`src/rtl/sobel_pixel_source.sv`:
```
// Raster-order frame reader feeding the Sobel datapath: issues frame-memory reads,
// tags each pixel with sof/eol/eof and buffers it in an output register plus a skid slot.
module sobel_pixel_source #(
    parameter int ADDR_W = 20,
    parameter int PIX_W  = 8
) (
    input  logic              clk,
    input  logic              rstn,
    input  logic              start,
    input  logic [15:0]       width,
    input  logic [15:0]       height,
    input  logic [ADDR_W-1:0] base_addr,
    output logic              mem_en,
    output logic [ADDR_W-1:0] mem_addr,
    input  logic [PIX_W-1:0]  mem_data,
    output logic [PIX_W-1:0]  pix_data,
    output logic              pix_valid,
    input  logic              pix_ready,
    output logic              pix_sof,
    output logic              pix_eol,
    output logic              pix_eof,
    output logic              busy,
    output logic              done,
    output logic              err
);

    typedef enum logic [1:0] {IDLE, RUN, DRAIN, DONE} state_t;

    state_t              state_q, state_d;
    logic [15:0]         width_q, width_d, height_q, height_d;
    logic [15:0]         col_q, col_d, row_q, row_d;
    logic [ADDR_W-1:0]   addr_q, addr_d;
    logic                inflight_q, inflight_d;
    logic [2:0]          tag_q, tag_d;
    logic [1:0]          occ_q, occ_d;
    logic [PIX_W-1:0]    out_data_q, out_data_d, skid_data_q, skid_data_d;
    logic [2:0]          out_flags_q, out_flags_d, skid_flags_q, skid_flags_d;
    logic                err_q, err_d;

    logic                issue, xfer, last_col, last_row;
    logic [2:0]          pending;

    always_comb begin
        state_d      = state_q;
        width_d      = width_q;
        height_d     = height_q;
        col_d        = col_q;
        row_d        = row_q;
        addr_d       = addr_q;
        tag_d        = tag_q;
        occ_d        = occ_q;
        out_data_d   = out_data_q;
        out_flags_d  = out_flags_q;
        skid_data_d  = skid_data_q;
        skid_flags_d = skid_flags_q;
        err_d        = 1'b0;
        issue        = 1'b0;

        xfer     = (occ_q != 2'd0) && pix_ready;
        last_col = (col_q == width_q - 16'd1);
        last_row = (row_q == height_q - 16'd1);
        // Entries committed once this edge settles: held + arriving - leaving.
        pending  = {1'b0, occ_q} + {2'b00, inflight_q} - {2'b00, xfer};

        case (state_q)
            IDLE: begin
                if (start) begin
                    if (width == 16'd0 || height == 16'd0) begin
                        err_d = 1'b1;
                    end else begin
                        width_d  = width;
                        height_d = height;
                        addr_d   = base_addr;
                        col_d    = '0;
                        row_d    = '0;
                        state_d  = RUN;
                    end
                end
            end
            RUN: begin
                issue = (pending < 3'd2);
                if (issue) begin
                    addr_d = addr_q + 1'b1;
                    tag_d  = {(row_q == 16'd0) && (col_q == 16'd0), last_col, last_col && last_row};
                    if (last_col) begin
                        col_d = '0;
                        row_d = row_q + 16'd1;
                    end else begin
                        col_d = col_q + 16'd1;
                    end
                    if (last_col && last_row) state_d = DRAIN;
                end
            end
            DRAIN: begin
                if (xfer && out_flags_q[0]) state_d = DONE;
            end
            default: state_d = IDLE;
        endcase

        inflight_d = issue;

        // Returning read data lands in the head register, or the skid slot if the head is held.
        case (occ_q)
            2'd0: begin
                if (inflight_q) begin
                    out_data_d  = mem_data;
                    out_flags_d = tag_q;
                    occ_d       = 2'd1;
                end
            end
            2'd1: begin
                if (xfer && inflight_q) begin
                    out_data_d  = mem_data;
                    out_flags_d = tag_q;
                end else if (xfer) begin
                    occ_d = 2'd0;
                end else if (inflight_q) begin
                    skid_data_d  = mem_data;
                    skid_flags_d = tag_q;
                    occ_d        = 2'd2;
                end
            end
            default: begin
                if (xfer) begin
                    out_data_d  = skid_data_q;
                    out_flags_d = skid_flags_q;
                    if (inflight_q) begin
                        skid_data_d  = mem_data;
                        skid_flags_d = tag_q;
                    end else begin
                        occ_d = 2'd1;
                    end
                end
            end
        endcase
    end

    always_ff @(posedge clk or negedge rstn) begin
        if (!rstn) begin
            state_q      <= IDLE;
            width_q      <= '0;
            height_q     <= '0;
            col_q        <= '0;
            row_q        <= '0;
            addr_q       <= '0;
            inflight_q   <= 1'b0;
            tag_q        <= '0;
            occ_q        <= '0;
            out_data_q   <= '0;
            out_flags_q  <= '0;
            skid_data_q  <= '0;
            skid_flags_q <= '0;
            err_q        <= 1'b0;
        end else begin
            state_q      <= state_d;
            width_q      <= width_d;
            height_q     <= height_d;
            col_q        <= col_d;
            row_q        <= row_d;
            addr_q       <= addr_d;
            inflight_q   <= inflight_d;
            tag_q        <= tag_d;
            occ_q        <= occ_d;
            out_data_q   <= out_data_d;
            out_flags_q  <= out_flags_d;
            skid_data_q  <= skid_data_d;
            skid_flags_q <= skid_flags_d;
            err_q        <= err_d;
        end
    end

    assign mem_en    = issue;
    assign mem_addr  = addr_q;
    assign pix_valid = (occ_q != 2'd0);
    assign pix_data  = out_data_q;
    assign pix_sof   = pix_valid && out_flags_q[2];
    assign pix_eol   = pix_valid && out_flags_q[1];
    assign pix_eof   = pix_valid && out_flags_q[0];
    assign busy      = (state_q != IDLE);
    assign done      = (state_q == DONE);
    assign err       = err_q;

endmodule

```
`config.mk`:
```
export PLATFORM = sky130hd
export DESIGN_NAME = sobel_pixel_source
export DESIGN_NICKNAME = d
export VERILOG_FILES = /design/src/rtl/sobel_pixel_source.sv
export SDC_FILE = /design/constraint.sdc
export NUM_CORES = 1
export LEC_CHECK = 0
export BUFFER_PORTS_ARGS = -buffer_cell sky130_fd_sc_hd__buf_2
export CAP_MARGIN = 20
export CORE_UTILIZATION = 50
export DETAILED_ROUTE_END_ITERATION = 8
export PLACE_DENSITY_LB_ADDON = 0.25
export SETUP_SLACK_MARGIN = 0.5
export SYNTH_ARGS = -nofsm -noshare
export SYNTH_HDL_FRONTEND = slang
export SYNTH_SLANG_ARGS = --single-unit
```
`constraint.sdc`:
```
create_clock -name clk -period 3.1 [get_ports clk]
set_input_delay 0.155 -clock clk [delete_from_list [all_inputs] [get_ports clk]]
set_output_delay 0.155 -clock clk [all_outputs]
set_load 0.01 [all_outputs]
```
==> key figures <==
Run status
  – Status: complete, no violations

Timing
  – Worst-margin pin slew: 822.2 ps
  – Fin crit share: 0.9585
  – Final setup violation count: 0
  – RSZ-0062 raised after global routing: true
  – Setup TNS Final: 0 ps
  – Max-slew headroom: 0.4503
  – Fin. max-slew vios: 0
  – Hold WS: 5.966 ps
  – Final min period: 2971 ps
  – Final clock skew: roughly 9 ps
  – Fmax: between 300 and 400 MHz
  – Hold Fails Final Rpt: 0

Detailed routing
  – Via count: 7,021
  – Routed WL: 21,650 um
  – Pre-antenna DRT Iters: 5
  – Drt initial violations: 568
  – DR vias/cell: 6.116
  – Antenna viol nets, final: 0
  – Routed len/inst: 18.85 um
  – Drt drc: 0

Global route
  – Largest net degree at the start of global routing: 79
  – Initial antenna violation count: 0
  – Gr ovfl total: 0
  – Global-route wire length before repair: approximately 34,000 um
  – Vias in the first global route: 6,807
  – GRT Total Usage: 0.2902

Cells and area
  – Layout cells sized above 1: 0.3915
  – # diodes: 0
  – Fin nets: approximately 1,000
  – Layout area overhead: 41.44%
  – Most common cell after layout, fill and taps aside: dfrtp_1
  – Final non-filler cell total: around 1,100
  – Commonest cells after routing, fill and taps aside: dfrtp_1 (113), buf_2 (97), nand2_1 (50), mux2_2 (43), buf_4 (42)
  – Layout Cell Area excl Fill: 10,300 um^2
  – Multi-input logic area: 4644 um^2
  – Sequential cell area: 2880 um^2
  – Fillers: 951

Place
  – Gpl congestion: 0.8830
  – Dpl cells: between 1,000 and 1,500
  – Post-DP Area: roughly 8300 um^2
  – Detail Placement HPWL: ~13,000 um
  – IO Port Bufs: between 90 and 100

Clock network
  – Deepest clock path buffer count: 2
  – # H-tree levels: 4
  – Clock sink total: roughly 120
  – Clk pin slew, worst setup/hold paths: 60 ps
  – Cts bufs inserted: 17
  – CTS tree: yes
  – CTS root buf: clkbuf_16
  – Clock latency on the worst-skew pair: 420 ps

Yosys
  – Sequential area share after synthesis: 0.3953
  – Synthesized area per cell: ~9.4 um^2
  – Yosys cell types: between 60 and 70
  – Yosys warnings: 0
  – Mapped cell area: 7279 um^2
  – Primary FF master, synth: dfrtp_1
  – Mapped Cells: 776
  – Async SR Flop Fraction: 1.000
  – Yosys reg bits: approximately 120
  – EDFF count, synth: 0
  – Synth Net Count: about 850

Floorplanning
  – # IOs: 100
  – Cell Rows: 43
  – Die height: 122.7 um
  – Core Box Area: approximately 14,000 um^2
  – Total die area: 15,050 um^2
  – Die X: 122.7 um
  – Starting density of the core: 0.5184

Setup path
  – Crit path kind: flip-flop to flip-flop
  – CP Max Fanout: 6
  – Worst setup SP type: flip-flop
  – Crit path required time: 3380 ps
  – Data arrival, critical path: 3250 ps
  – CP endpoint kind: flip-flop

Power and ir drop
  – Total Power: between 10 and 15 mW
  – Max VDD drop: 0.5878 mV
  – Power Density: 1006 nW/um^2
  – Leakage: between 4 and 5 nW

Job
  – Max capacitance violation total: 0

Min path
  – Worst min-delay path class: input port to flip-flop
==> Yosys cell counts (23+ instances only) <==
cell type | instances | area share
nor3_1 | 24 | 0.017
xnor2_1 | 27 | 0.032
mux2i_1 | 31 | 0.043
mux2_2 | 45 | 0.070
a21oi_1 | 38 | 0.026
o21ai_0 | 26 | 0.018
xor2_1 | 23 | 0.028
clkbuf_1 | 41 | 0.021
nor2_1 | 38 | 0.020
nor4_1 | 27 | 0.023
dfrtp_1 | 115 | 0.40
nand3_1 | 27 | 0.019
nand2_1 | 61 | 0.031
==> repair_timing <==
item | CTS | global route
cloned | 5 | 3
pin swaps | 16 | 25
endpoints found under the setup margin | 55 | 56
hold buffers | 40 | 0
buffers inserted | 20 | 9
gates resized for setup | 44 | 72
hold endpoints to repair | 76 | 0
==> metal layers <==
metal  wire (um)  vias to the layer above  track usage
li1            -                     3217            -
met1        9215                     3461       0.3741
met2       10570                      308       0.4807
met3        1434                       35      0.05901
met4         421                        0       0.1052
met5           0                        -            0
==> area by class of cell <==
cell class | count | share of cell area
Sequential cell | 115 | 0.2797
Tap cell | 180 | 0.02187
Clock inverter | 12 | 0.01507
Timing Repair Buffer | 215 | 0.1788
Inverter | 21 | 0.008142
Multi-Input combinational cell | 585 | 0.4511
Clock buffer | 20 | 0.04533
==> sequential cells by signal (all words and copies together) (netlist names) <==
| signal | count |
|---|---|
| tag_q | 3 |
| mem_addr | 20 |
| occ_q | 2 |
| out_flags_q | 3 |
| width_q | 16 |
| height_q | 16 |
| skid_flags_q | 3 |
| err | 1 |
| skid_data_q | 8 |
| state_q | 2 |
| row_q | 16 |
| pix_data | 8 |
| inflight_q | 1 |
| col_q | 16 |
==> power breakdown <==
part	switching (mW)	internal, mW	total, mW
registers	0.602	2.02	2.62
clock network	0.732	1.33	2.06
logic	2.81	2.87	5.68
total	4.14	6.22	10.4
==> final timing paths <==
check,from,endpoint,slack [ps],cells after the start
min in group asynchronous,rstn,pix_data[3]$_DFFE_PN0P_,250,2
max in group asynchronous,rstn,row_q[14]$_DFFE_PN0P_,2050,3
max reg2reg,occ_q[0]$_DFFE_PN0P_,mem_addr[9]$_DFFE_PN0P_,130,14
max,occ_q[0]$_DFFE_PN0P_,mem_addr[9]$_DFFE_PN0P_,130,14
min,base_addr[0],mem_addr[0]$_DFFE_PN0P_,6,3
min reg2reg,skid_data_q[6]$_DFFE_PN0P_,skid_data_q[6]$_DFFE_PN0P_,510,1
==> cells by family after synthesis <==
| logic type | after synthesis | synth area share |
|---|---|---|
| xor+xnor | 50 | 0.06016 |
| buf+inv | 76 | 0.04348 |
| flops | 115 | 0.3953 |
| compound gates | 149 | 0.1391 |
| fa+ha+maj | 13 | 0.02338 |
| mux | 76 | 0.1122 |
| simple gates | 297 | 0.2264 |
==> stage by stage <==
step / utilization / worst slack, ps
global route: 0.7332 / -6.366
global placement: 0.5945 / 119.5
finish: 0.7332 / 128.8
detailed placement: 0.5945 / -10.04
floorplan: - / 135.8
CTS: 0.7025 / 177.1
==> worst max-delay path, cell delays in order, from the launching register on <==
cell	delay [ps]
dfrtp_1	420
nor2_4	130
nor2b_2	50
ha_1	280
nor2_2	110
fa_2	470
or3_4	390
o21ai_2	70
nor2b_4	230
buf_12	160
buf_12	110
buf_16	120
nand2_4	50
mux2i_1	150
a21oi_1	90
No activity file was read; power rests on OpenSTA's default activity.
